$ cat src/rtl/occ_arb_pkg.sv
// Shared defaults and index helpers for the rom_Occ lane arbiter.
// Lane indices are carried at the widest supported width (8 lanes).
package occ_arb_pkg;

  localparam int unsigned N_REQ_DEF  = 4;
  localparam int unsigned ADDR_W_DEF = 8;
  localparam int unsigned DATA_W_DEF = 32;
  localparam int unsigned CNT_W_DEF  = 16;
  localparam int unsigned MAX_REQ    = 8;
  localparam int unsigned IDX_W      = 3;

  typedef logic [IDX_W-1:0] idx_t;

  function automatic logic [MAX_REQ-1:0] onehot(idx_t i);
    return MAX_REQ'(1) << i;
  endfunction

  function automatic idx_t next_idx(idx_t i, int unsigned n);
    return (32'(i) + 32'd1 >= n) ? '0 : i + idx_t'(1);
  endfunction

endpackage

$ cat src/rtl/occ_rom_arbiter_if.sv
// Lane-side request/response bundle for the rom_Occ arbiter.
// Lane k's addresses are packed at [k*ADDR_W +: ADDR_W].
interface occ_rom_arbiter_if
  import occ_arb_pkg::*;
#(
  parameter int unsigned N_REQ  = N_REQ_DEF,
  parameter int unsigned ADDR_W = ADDR_W_DEF,
  parameter int unsigned DATA_W = DATA_W_DEF
);
  logic [N_REQ-1:0]        req_valid_i;
  logic [N_REQ-1:0]        req_ready_o;
  logic [N_REQ*ADDR_W-1:0] req_addr1_i;
  logic [N_REQ*ADDR_W-1:0] req_addr2_i;
  logic [N_REQ-1:0]        rsp_valid_o;
  logic [DATA_W-1:0]       rsp_data1_o;
  logic [DATA_W-1:0]       rsp_data2_o;

  modport master (
    output req_valid_i, req_addr1_i, req_addr2_i,
    input  req_ready_o, rsp_valid_o, rsp_data1_o, rsp_data2_o
  );

  modport slave (
    input  req_valid_i, req_addr1_i, req_addr2_i,
    output req_ready_o, rsp_valid_o, rsp_data1_o, rsp_data2_o
  );
endinterface

$ cat src/rtl/rr_arbiter.sv
// Combinational round-robin arbiter: one-hot grant to the first requester
// at or after ptr_i, wrapping modulo N.
module rr_arbiter
  import occ_arb_pkg::*;
#(
  parameter int unsigned N = 4
) (
  input  logic [N-1:0] req_i,
  input  idx_t         ptr_i,
  output logic [N-1:0] gnt_o,
  output idx_t         gnt_idx_o
);

  int unsigned w_j;

  // Walk offsets from farthest to nearest so the nearest requester wins.
  always_comb begin
    gnt_o     = '0;
    gnt_idx_o = '0;
    w_j       = 0;
    for (int unsigned off = 0; off < N; off++) begin
      w_j = (32'(ptr_i) + (N - 1 - off)) % N;
      if (req_i[w_j]) begin
        gnt_o      = '0;
        gnt_o[w_j] = 1'b1;
        gnt_idx_o  = idx_t'(w_j);
      end
    end
  end

endmodule

$ cat src/rtl/occ_rom_arbiter.sv
// Shares one dual-address rom_Occ between N_REQ lanes: round-robin grant,
// registered ROM pins, response returned two edges after the transfer.
module occ_rom_arbiter
  import occ_arb_pkg::*;
#(
  parameter int unsigned N_REQ  = N_REQ_DEF,
  parameter int unsigned ADDR_W = ADDR_W_DEF,
  parameter int unsigned DATA_W = DATA_W_DEF,
  parameter int unsigned CNT_W  = CNT_W_DEF
) (
  input  logic              clk,
  input  logic              rst,
  occ_rom_arbiter_if.slave  bus,
  output logic              ce_rom_Occ_o,
  output logic [ADDR_W-1:0] addr1_rom_Occ_o,
  output logic [ADDR_W-1:0] addr2_rom_Occ_o,
  input  logic [DATA_W-1:0] data_1_i,
  input  logic [DATA_W-1:0] data_2_i,
  output logic [CNT_W-1:0]  lookup_cnt_o,
  output logic              idle_o
);

  logic [N_REQ-1:0]  w_gnt;
  idx_t              w_gnt_idx;
  logic              w_xfer;

  idx_t              r_ptr;
  logic              r_ce;
  logic [ADDR_W-1:0] r_addr1;
  logic [ADDR_W-1:0] r_addr2;
  idx_t              r_s1_id;
  logic              r_s1_v;
  logic [N_REQ-1:0]  r_rsp_valid;
  logic [DATA_W-1:0] r_rsp_data1;
  logic [DATA_W-1:0] r_rsp_data2;
  logic [CNT_W-1:0]  r_cnt;
  logic              r_idle;

  rr_arbiter #(
    .N (N_REQ)
  ) u_rr_arbiter (
    .req_i     (bus.req_valid_i),
    .ptr_i     (r_ptr),
    .gnt_o     (w_gnt),
    .gnt_idx_o (w_gnt_idx)
  );

  // Grant is only ever given to a valid lane, so any grant is a transfer.
  assign w_xfer = |w_gnt;

  always_ff @(posedge clk or posedge rst) begin
    if (rst) begin
      r_ptr       <= '0;
      r_ce        <= 1'b0;
      r_addr1     <= '0;
      r_addr2     <= '0;
      r_s1_id     <= '0;
      r_s1_v      <= 1'b0;
      r_rsp_valid <= '0;
      r_rsp_data1 <= '0;
      r_rsp_data2 <= '0;
      r_cnt       <= '0;
      r_idle      <= 1'b1;
    end else begin
      if (w_xfer) begin
        r_ptr   <= next_idx(w_gnt_idx, N_REQ);
        r_ce    <= 1'b1;
        r_addr1 <= bus.req_addr1_i[32'(w_gnt_idx)*ADDR_W +: ADDR_W];
        r_addr2 <= bus.req_addr2_i[32'(w_gnt_idx)*ADDR_W +: ADDR_W];
        r_s1_id <= w_gnt_idx;
        r_s1_v  <= 1'b1;
      end else begin
        r_ce   <= 1'b0;
        r_s1_v <= 1'b0;
      end

      if (r_s1_v) begin
        r_rsp_data1 <= data_1_i;
        r_rsp_data2 <= data_2_i;
        r_rsp_valid <= N_REQ'(1) << r_s1_id;
      end else begin
        r_rsp_valid <= '0;
      end

      if ((|r_rsp_valid) && (r_cnt != {CNT_W{1'b1}})) begin
        r_cnt <= r_cnt + CNT_W'(1);
      end

      r_idle <= ~r_s1_v & ~(|r_rsp_valid) & ~(|bus.req_valid_i);
    end
  end

  assign bus.req_ready_o = w_gnt;
  assign bus.rsp_valid_o = r_rsp_valid;
  assign bus.rsp_data1_o = r_rsp_data1;
  assign bus.rsp_data2_o = r_rsp_data2;
  assign ce_rom_Occ_o    = r_ce;
  assign addr1_rom_Occ_o = r_addr1;
  assign addr2_rom_Occ_o = r_addr2;
  assign lookup_cnt_o    = r_cnt;
  assign idle_o          = r_idle;

endmodule

$ cat src/flat_wrapper.sv
// flat-port wrapper written by rule: the top's interface ports become plain ports
module occ_rom_arbiter_flat import occ_arb_pkg::*;
#(
  parameter int unsigned N_REQ  = N_REQ_DEF,
  parameter int unsigned ADDR_W = ADDR_W_DEF,
  parameter int unsigned DATA_W = DATA_W_DEF,
  parameter int unsigned CNT_W  = CNT_W_DEF
)
  (clk, rst, ce_rom_Occ_o, addr1_rom_Occ_o, addr2_rom_Occ_o, data_1_i, data_2_i, lookup_cnt_o, idle_o, bus_req_valid_i, bus_req_addr1_i, bus_req_addr2_i, bus_req_ready_o, bus_rsp_valid_o, bus_rsp_data1_o, bus_rsp_data2_o);
  occ_rom_arbiter_if #(.N_REQ(N_REQ), .ADDR_W(ADDR_W), .DATA_W(DATA_W)) bus_i ();
  input  logic clk;
  input  logic rst;
  output logic ce_rom_Occ_o;
  output logic [ADDR_W-1:0] addr1_rom_Occ_o;
  output logic [ADDR_W-1:0] addr2_rom_Occ_o;
  input  logic [DATA_W-1:0] data_1_i;
  input  logic [DATA_W-1:0] data_2_i;
  output logic [CNT_W-1:0] lookup_cnt_o;
  output logic idle_o;
  input wire logic [$bits(bus_i.req_valid_i)-1:0] bus_req_valid_i;
  input wire logic [$bits(bus_i.req_addr1_i)-1:0] bus_req_addr1_i;
  input wire logic [$bits(bus_i.req_addr2_i)-1:0] bus_req_addr2_i;
  output wire logic [$bits(bus_i.req_ready_o)-1:0] bus_req_ready_o;
  output wire logic [$bits(bus_i.rsp_valid_o)-1:0] bus_rsp_valid_o;
  output wire logic [$bits(bus_i.rsp_data1_o)-1:0] bus_rsp_data1_o;
  output wire logic [$bits(bus_i.rsp_data2_o)-1:0] bus_rsp_data2_o;
  assign bus_i.req_valid_i = bus_req_valid_i;
  assign bus_i.req_addr1_i = bus_req_addr1_i;
  assign bus_i.req_addr2_i = bus_req_addr2_i;
  assign bus_req_ready_o = bus_i.req_ready_o;
  assign bus_rsp_valid_o = bus_i.rsp_valid_o;
  assign bus_rsp_data1_o = bus_i.rsp_data1_o;
  assign bus_rsp_data2_o = bus_i.rsp_data2_o;
  occ_rom_arbiter #(.N_REQ(N_REQ), .ADDR_W(ADDR_W), .DATA_W(DATA_W), .CNT_W(CNT_W)) u_core (.clk(clk), .rst(rst), .bus(bus_i), .ce_rom_Occ_o(ce_rom_Occ_o), .addr1_rom_Occ_o(addr1_rom_Occ_o), .addr2_rom_Occ_o(addr2_rom_Occ_o), .data_1_i(data_1_i), .data_2_i(data_2_i), .lookup_cnt_o(lookup_cnt_o), .idle_o(idle_o));
endmodule
$ cat config.mk
export PLATFORM = sky130hd
export DESIGN_NAME = occ_rom_arbiter_flat
export DESIGN_NICKNAME = d
export VERILOG_FILES = /design/src/rtl/occ_arb_pkg.sv /design/src/rtl/occ_rom_arbiter_if.sv /design/src/rtl/rr_arbiter.sv /design/src/rtl/occ_rom_arbiter.sv /design/src/flat_wrapper.sv
export SDC_FILE = /design/constraint.sdc
export NUM_CORES = 1
export LEC_CHECK = 0
export ABC_AREA = 1
export CORE_ASPECT_RATIO = 0.8
export CORE_MARGIN = 2
export CORE_UTILIZATION = 30
export CTS_CLUSTER_DIAMETER = 40
export CTS_CLUSTER_SIZE = 24
export DETAILED_ROUTE_END_ITERATION = 8
export PLACE_DENSITY = 0.68
export RECOVER_POWER = 25
export SYNTH_ARGS = -nofsm -noshare
export SYNTH_HDL_FRONTEND = slang
export SYNTH_SLANG_ARGS = --single-unit
export TNS_END_PERCENT = 50
$ cat constraint.sdc
create_clock -name clk -period 3.4 [get_ports clk]
set_clock_uncertainty 0.1 [all_clocks]
set_input_delay 0.68 -clock clk [delete_from_list [all_inputs] [get_ports clk]]
set_output_delay 0.68 -clock clk [all_outputs]
set_load 0.01 [all_outputs]
==> results.md, run 1 <==
- Vert. Die Dim: 125.5 µm
- Ports: 240
- Commonest non-fill, non-tap cell in the layout: nand2_1
- Pleak: 4.179 nW
- H-tree lvl count: 3
- Clock root cell: clkbuf_16
- Worst skew pair latency: 0.35 ns
- Commonest cells after routing, fill and taps aside: nand2_1 (337), clkdlybuf4s50_1 (237), dfrtp_1 (104), inv_1 (74), nand3_1 (67)
- # DRC: 0
- Gpl congestion: 0.8502
- Switching part of the total: 45.29%
- FP Rows: 44
- Worst slew pin tran: 0.9538 ns
- Clock power share: 13.5%
- Clock Pin Slew Worst Setup and Hold Paths: 0.07 ns
- Switch Pwr: 3.347 mW
- Area Growth Syn to Fin: 51.84%
- Relative slew margins: 36.07%
- CP peak stage delay: 0.52 ns
- Hold Crit Class: flip-flop to flip-flop
- Antenna Cells: 0
- Post-DP HPWL: 11800 µm
- Tcrit/Tclk final: 96.17%
- WP data arrival: 2.49 ns
- Seq/Total Area, Yosys: 47.91%
- Post-synthesis cell area: 5539 µm²
- Pint: 4.043 mW
- Critical path class: input port to output port
- Unrepaired setup endpoints after global routing: false
- Routed vias: 5324
- Critical path peak fanout: 4
- CTS tree: built
- Max Cap Viol: 0
- PwrDens: 878.6 nW/µm²
- R2R Setup Slk: 0.84 ns
- Flop pwr share: 26.7%
- Count of cell types in the netlist: 32
- CP dominant cell by count: nand2_1
- Peak Freq: 305.8 MHz
- Status: complete, no violations
- Number of port buffers: 239
- Initial Utilization: 30.58%
- Largest net degree at the start of global routing: 52
- Total CTS buffers: 9
- Initial antenna violation count: 0
- Bufs on Longest Clock Path: 2
- Antenna Violating Nets Remaining: 0
- YS warnings: 0
- Die width: 155.9 µm
- Global route total overflow: 0
- Post-layout min period: 3.270 ns
- Syn nets: 869
- Post-Syn Area per Cell: 7.630 µm²
- First-pass GRT wire length: 26010 µm
- Setup WS pre-CTS: 0.08811 ns
- # Post-CTS Setup Buffers: 0
- CP max-delay cell: clkdlybuf4s50_1
- Vias in the first global route: 5215
- WP buf/inv: 5
- Pwr Total: 7.390 mW
- Initial DRC count: 319
- Ratio of routed vias to standard cells: 4.463
- Worst EP required: 2.62 ns
- Synth Instances: 726
- Sink Count: 106
- Sum Neg Setup Slack: 0 ns
- Total GRT Usage: 16.51%
- Share of cells above drive strength 1: 6.438%
- Post-DR wirelength/cell: 13.27 µm
- Final hold violation count: 0
- Register bit total from synthesis: 106
- Top delay family on crit path: buffers and inverters
- # nets final: 1101
- Max Slew Vio Count: 0
- Maximum VDD drop: 364.0 µV
- Detailed Routing Iterations Pass 1: 5
- Critical Path Sink Type: output port
- Routed WL: 15830 µm
- Die Footprint: 19570 µm²
- Comb pwr share: 59.8%
- Worst path cell trace: clkdlybuf4s50_1 -> inv_1 -> nand2_1 -> nand3_1 -> nand2_1 -> inv_1 -> nor2_4 -> nand2_1 -> nand3_1 -> nand2_1 -> inv_1 -> clkdlybuf4s50_1
- # setup viols final: 0
- PnR worst setup slack: 0.1301 ns
- Startpoint types: input port
- Total core area: 18110 µm²
==> metrics by stage <==
stage / std cells / hold WS, ns / util (%) / area (µm²)
after detailed placement: 1177 / 0.3579 / 45.03 / 8157
after global placement: 1177 / 0.3525 / 45.03 / 8157
after global routing: 1193 / 0.4022 / 46.44 / 8411
final: 1193 / 0.3697 / 46.44 / 8411
after floorplan: 726 / 0.3542 / - / 5543
after CTS: 1193 / 0.3745 / 46.60 / 8441
==> flip-flops by register name (all words and copies together) (netlist names) <==
register                flops
u_core.bus.rsp_data1_o     32
u_core.ce_rom_Occ_o         1
u_core.idle_o               1
u_core.r_s1_id              2
u_core.lookup_cnt_o        16
u_core.bus.rsp_data2_o     32
u_core.r_ptr                2
u_core.addr1_rom_Occ_o      8
u_core.addr2_rom_Occ_o      8
u_core.bus.rsp_valid_o      4
==> power groups by stage <==
| stage | logic (mW) | registers, mW | clock network, mW |
|---|---|---|---|
| floorplan | 2.80 | 2.12 | 0 |
| global placement | 4.42 | 1.98 | 0 |
| detailed placement | 4.47 | 1.99 | 0 |
| CTS | 4.48 | 1.98 | 1.04 |
| global route | 5.00 | 2.03 | 1.09 |
| finish | 4.42 | 1.97 | 0.995 |
==> logic make-up (layout without fill, tap and decap cells) <==
| family | count (synthesis) | after routing | share of synthesized area [%] |
|---|---|---|---|
| AOI/OAI and AO/OA | 6 | 6 | 0.9715 |
| xor gates and xnor gates | 15 | 15 | 2.372 |
| adders and majority gates | 9 | 9 | 2.033 |
| buffers and inverters | 115 | 352 | 9.194 |
| DFF | 106 | 106 | 47.91 |
| and+or+nand+nor | 475 | 475 | 37.52 |
==> routing by layer <==
metal	vias up	routed length, µm	GRT usage [%]
li1	2673	-	-
met5	-	0	0
met1	2419	7079	21.03
met2	214	7183	26.91
met4	0	201	4.371
met3	18	1369	5.615
==> area by class of cell <==
cell class              instances  area (µm²)
fillers                      1798        9702
well taps                     230       287.8
multi-input cells             505        2376
inverters                      85       327.8
repair buffers                251        2480
clock inverters                 6       55.05
clock buffers                  10       229.0
flip-flops and latches        106        2655
==> path summary, 6_finish.rpt <==
path	end	cells past startpoint	start
setup / recovery	bus_req_ready_o[3]	12	bus_req_valid_i[0]
hold / removal	u_core.bus.rsp_data1_o[19]	2	u_core.bus.rsp_data1_o[19]
setup reg to reg	u_core.addr2_rom_Occ_o[1]	15	u_core.r_ptr[0]
hold reg to reg	u_core.bus.rsp_data1_o[19]	2	u_core.bus.rsp_data1_o[19]
max in group asynchronous	u_core.bus.rsp_data2_o[21]	3	rst
min in group asynchronous	u_core.bus.rsp_data1_o[24]	2	rst
==> synthesized netlist by cell type (all sizes together) <==
cell | number | area share [%]
o2bb2ai | 1 | 0.50
nor3 | 10 | 0.90
dfstp | 1 | 0.47
dfrtp | 105 | 47
inv | 85 | 5.9
clkbuf | 7 | 0.47
a31oi | 1 | 0.11
a21oi | 4 | 0.36
or2 | 4 | 0.45
xnor2 | 4 | 0.63
nand2 | 350 | 25
nand4 | 3 | 0.34
nand3b | 17 | 2.3
nor4 | 2 | 0.23
ha | 9 | 2.0
nand3 | 73 | 7.3
xor2 | 11 | 1.7
nor2 | 16 | 1.3
buf | 23 | 2.8
==> worst min-delay path: stages (launching register included) <==
cell and delay (ns):
dfrtp_1 0.34, nand2_1 0.05, nand2_1 0.04
==> repair_timing <==
action / CTS / global route
hold buffers: 0 / 0
gates resized for setup: 0 / 3
endpoints found under the hold margin: 0 / 0
setup endpoints to repair: 0 / 4
Power figures use the tool's default switching activity.
==> inputs of run 2 (changes only) <==
--- a/config.mk
+++ b/config.mk
@@ -7,7 +7,6 @@
 export LEC_CHECK = 0
 export ABC_AREA = 1
 export CORE_ASPECT_RATIO = 0.8
-export CORE_MARGIN = 2
 export CORE_UTILIZATION = 30
 export CTS_CLUSTER_DIAMETER = 40
 export CTS_CLUSTER_SIZE = 24
==> run 2 against run 1 <==
The flow now finishes with violations (capacitance limit, slew limit). Hold slack hardly changed. Global-route usage grew 0.19 points. Final cell count barely moved. Clock-buffer cell count is the same. Register-to-register slack improved by 0.12 ns. Via count shrank 0.77%. Total power increased by 2.5%. Core utilization up 0.34 points. Routed wire length shrank 0.84%. Critical endpoint is now bus_req_ready_o[1].
==> results.md, run 2 (synthesis results as in run 1) <==
- Critical Path Sink Type: output port
- Total CTS buffers: 9
- Peak Freq: 305.9 MHz
- Cts-stage hold buffer count: 0
- Number of port buffers: 239
- Global route total overflow: 0
- Area Growth Syn to Fin: 52.95%
- Status: finished with violations
- CTS tree: built
- Max Cap Viol: 1
- Bufs on Longest Clock Path: 2
- Failing checks: capacitance limit, slew limit
- Pwr Total: 7.576 mW
- Final hold violation count: 0
- Post-DR wirelength/cell: 13.15 µm
- Design Area, Final: 8472 µm²
- Vias in the first global route: 4814
- Ports: 240
- Total GRT Usage: 16.71%
- Worst skew pair latency: 0.35 ns
- Unrepaired setup endpoints after global routing: false
- Hold Crit Class: flip-flop to flip-flop
- Sink Count: 106
- Worst EP required: 2.62 ns
- Post-layout min period: 3.269 ns
- Post-layout util: 46.77%
- # nets final: 1102
- FP Rows: 44
- Ratio of routed vias to standard cells: 4.425
- Share of cells above drive strength 1: 6.432%
- Length in cells of the worst reg-to-reg path: 15
- Antenna Violating Nets Remaining: 0
- Placed inst area: 8129 µm²
- Sum Neg Setup Slack: 0 ns
- Detailed Routing Iterations Pass 1: 4
- Clock root cell: clkbuf_16
- Routed vias: 5283
- Relative slew margins: -6.230%
- Initial Utilization: 30.58%
- # setup viols final: 0
- WP data arrival: 2.49 ns
- Die width: 153.9 µm
- Largest net degree at the start of global routing: 65
- Maximum VDD drop: 542.6 µV
- Initial antenna violation count: 0
- Routed WL: 15700 µm
- # DRC: 0
- Startpoint types: input port
- Clock Pin Slew Worst Setup and Hold Paths: 0.07 ns
- Pleak: 4.203 nW
- Antenna Cells: 0
- Hold depth: 2
- Vert. Die Dim: 123.5 µm
- Commonest non-fill, non-tap cell in the layout: nand2_1
- Post-DP HPWL: 11240 µm
- Critical path class: input port to output port
- Die Footprint: 19010 µm²
- Total core area: 18110 µm²
- First-pass GRT wire length: 25180 µm
- Initial DRC count: 315
- Worst slew pin tran: 1.593 ns
- H-tree lvl count: 3
- PwrDens: 894.3 nW/µm²
- Tcrit/Tclk final: 96.15%
- Gpl congestion: 0.8681
- Max Slew Vio Count: 65
- Critical path peak fanout: 4
- Commonest cells after routing, fill and taps aside: nand2_1 (336), clkdlybuf4s50_1 (238), dfrtp_1 (104), inv_1 (77), nand3_1 (67)
run 2: worst max-delay path, stage by stage:
cell and delay [ns]:
clkdlybuf4s50_1 0.46, inv_1 0.10, nand2_2 0.11, nand3_1 0.08, nand2_1 0.08, inv_1 0.07, nor2_4 0.11, nand2_1 0.07
nand3_1 0.08, nand2_1 0.08, inv_1 0.06, clkdlybuf4s50_1 0.52
run 2: report_power, final:
| group | total, mW | internal (mW) | leakage [nW] | switching (mW) |
|---|---|---|---|---|
| Combinational | 4.48 | 1.90 | 2.77 | 2.58 |
| Sequential | 1.97 | 1.69 | 1.28 | 0.282 |
| Clock | 1.12 | 0.610 | 0.158 | 0.514 |
run 2: what timing repair did:
item                       in CTS  in global routing
resized for setup               1                  1
hold endpoints to repair        0                  0
setup endpoints to repair       2                  4
setup buffers                   0                  3
run 2: metrics by stage:
| step | cells | hold WS [ns] | worst slack, ns |
|---|---|---|---|
| 3_3_place_gp | 1175 | 0.3524 | 0.09352 |
| 6_report | 1194 | 0.3695 | 0.1311 |
| 2_1_floorplan | 726 | 0.3542 | 0.9682 |
| 5_1_grt | 1194 | 0.3885 | 0.01521 |
| 4_1_cts | 1191 | 0.3753 | 0.08398 |
| 3_5_place_dp | 1175 | 0.3571 | 0.09651 |
run 2: worst paths after layout:
path / from / end / slack (ns)
max in group asynchronous: rst / u_core.r_ptr[1] / 0.85
setup reg to reg: u_core.r_ptr[1] / u_core.addr2_rom_Occ_o[6] / 0.96
hold / removal: u_core.bus.rsp_data1_o[12] / u_core.bus.rsp_data1_o[12] / 0.37
hold reg to reg: u_core.bus.rsp_data1_o[12] / u_core.bus.rsp_data1_o[12] / 0.37
setup / recovery: bus_req_valid_i[2] / bus_req_ready_o[1] / 0.13
min in group asynchronous: rst / u_core.bus.rsp_data1_o[8] / 1.06
run 2: cell type report:
cell class	instances	area (µm²)
Clock buffer	10	239.0
Sequential cell	106	2655
Tap cell	230	287.8
Multi-Input combinational cell	505	2379
Fill cell	1778	9641
Inverter	85	330.3
Timing Repair Buffer	252	2497
Clock inverter	6	83.83
run 2: per-layer routing:
metal  vias to the layer above  global-route usage (%)  wire length [µm]
li1                       2673                       -                 -
met4                         0                   4.000               206
met5                         -                       0                 0
met2                       194                   25.91              6863
met1                      2403                   22.32              7371
met3                        13                   5.783              1259
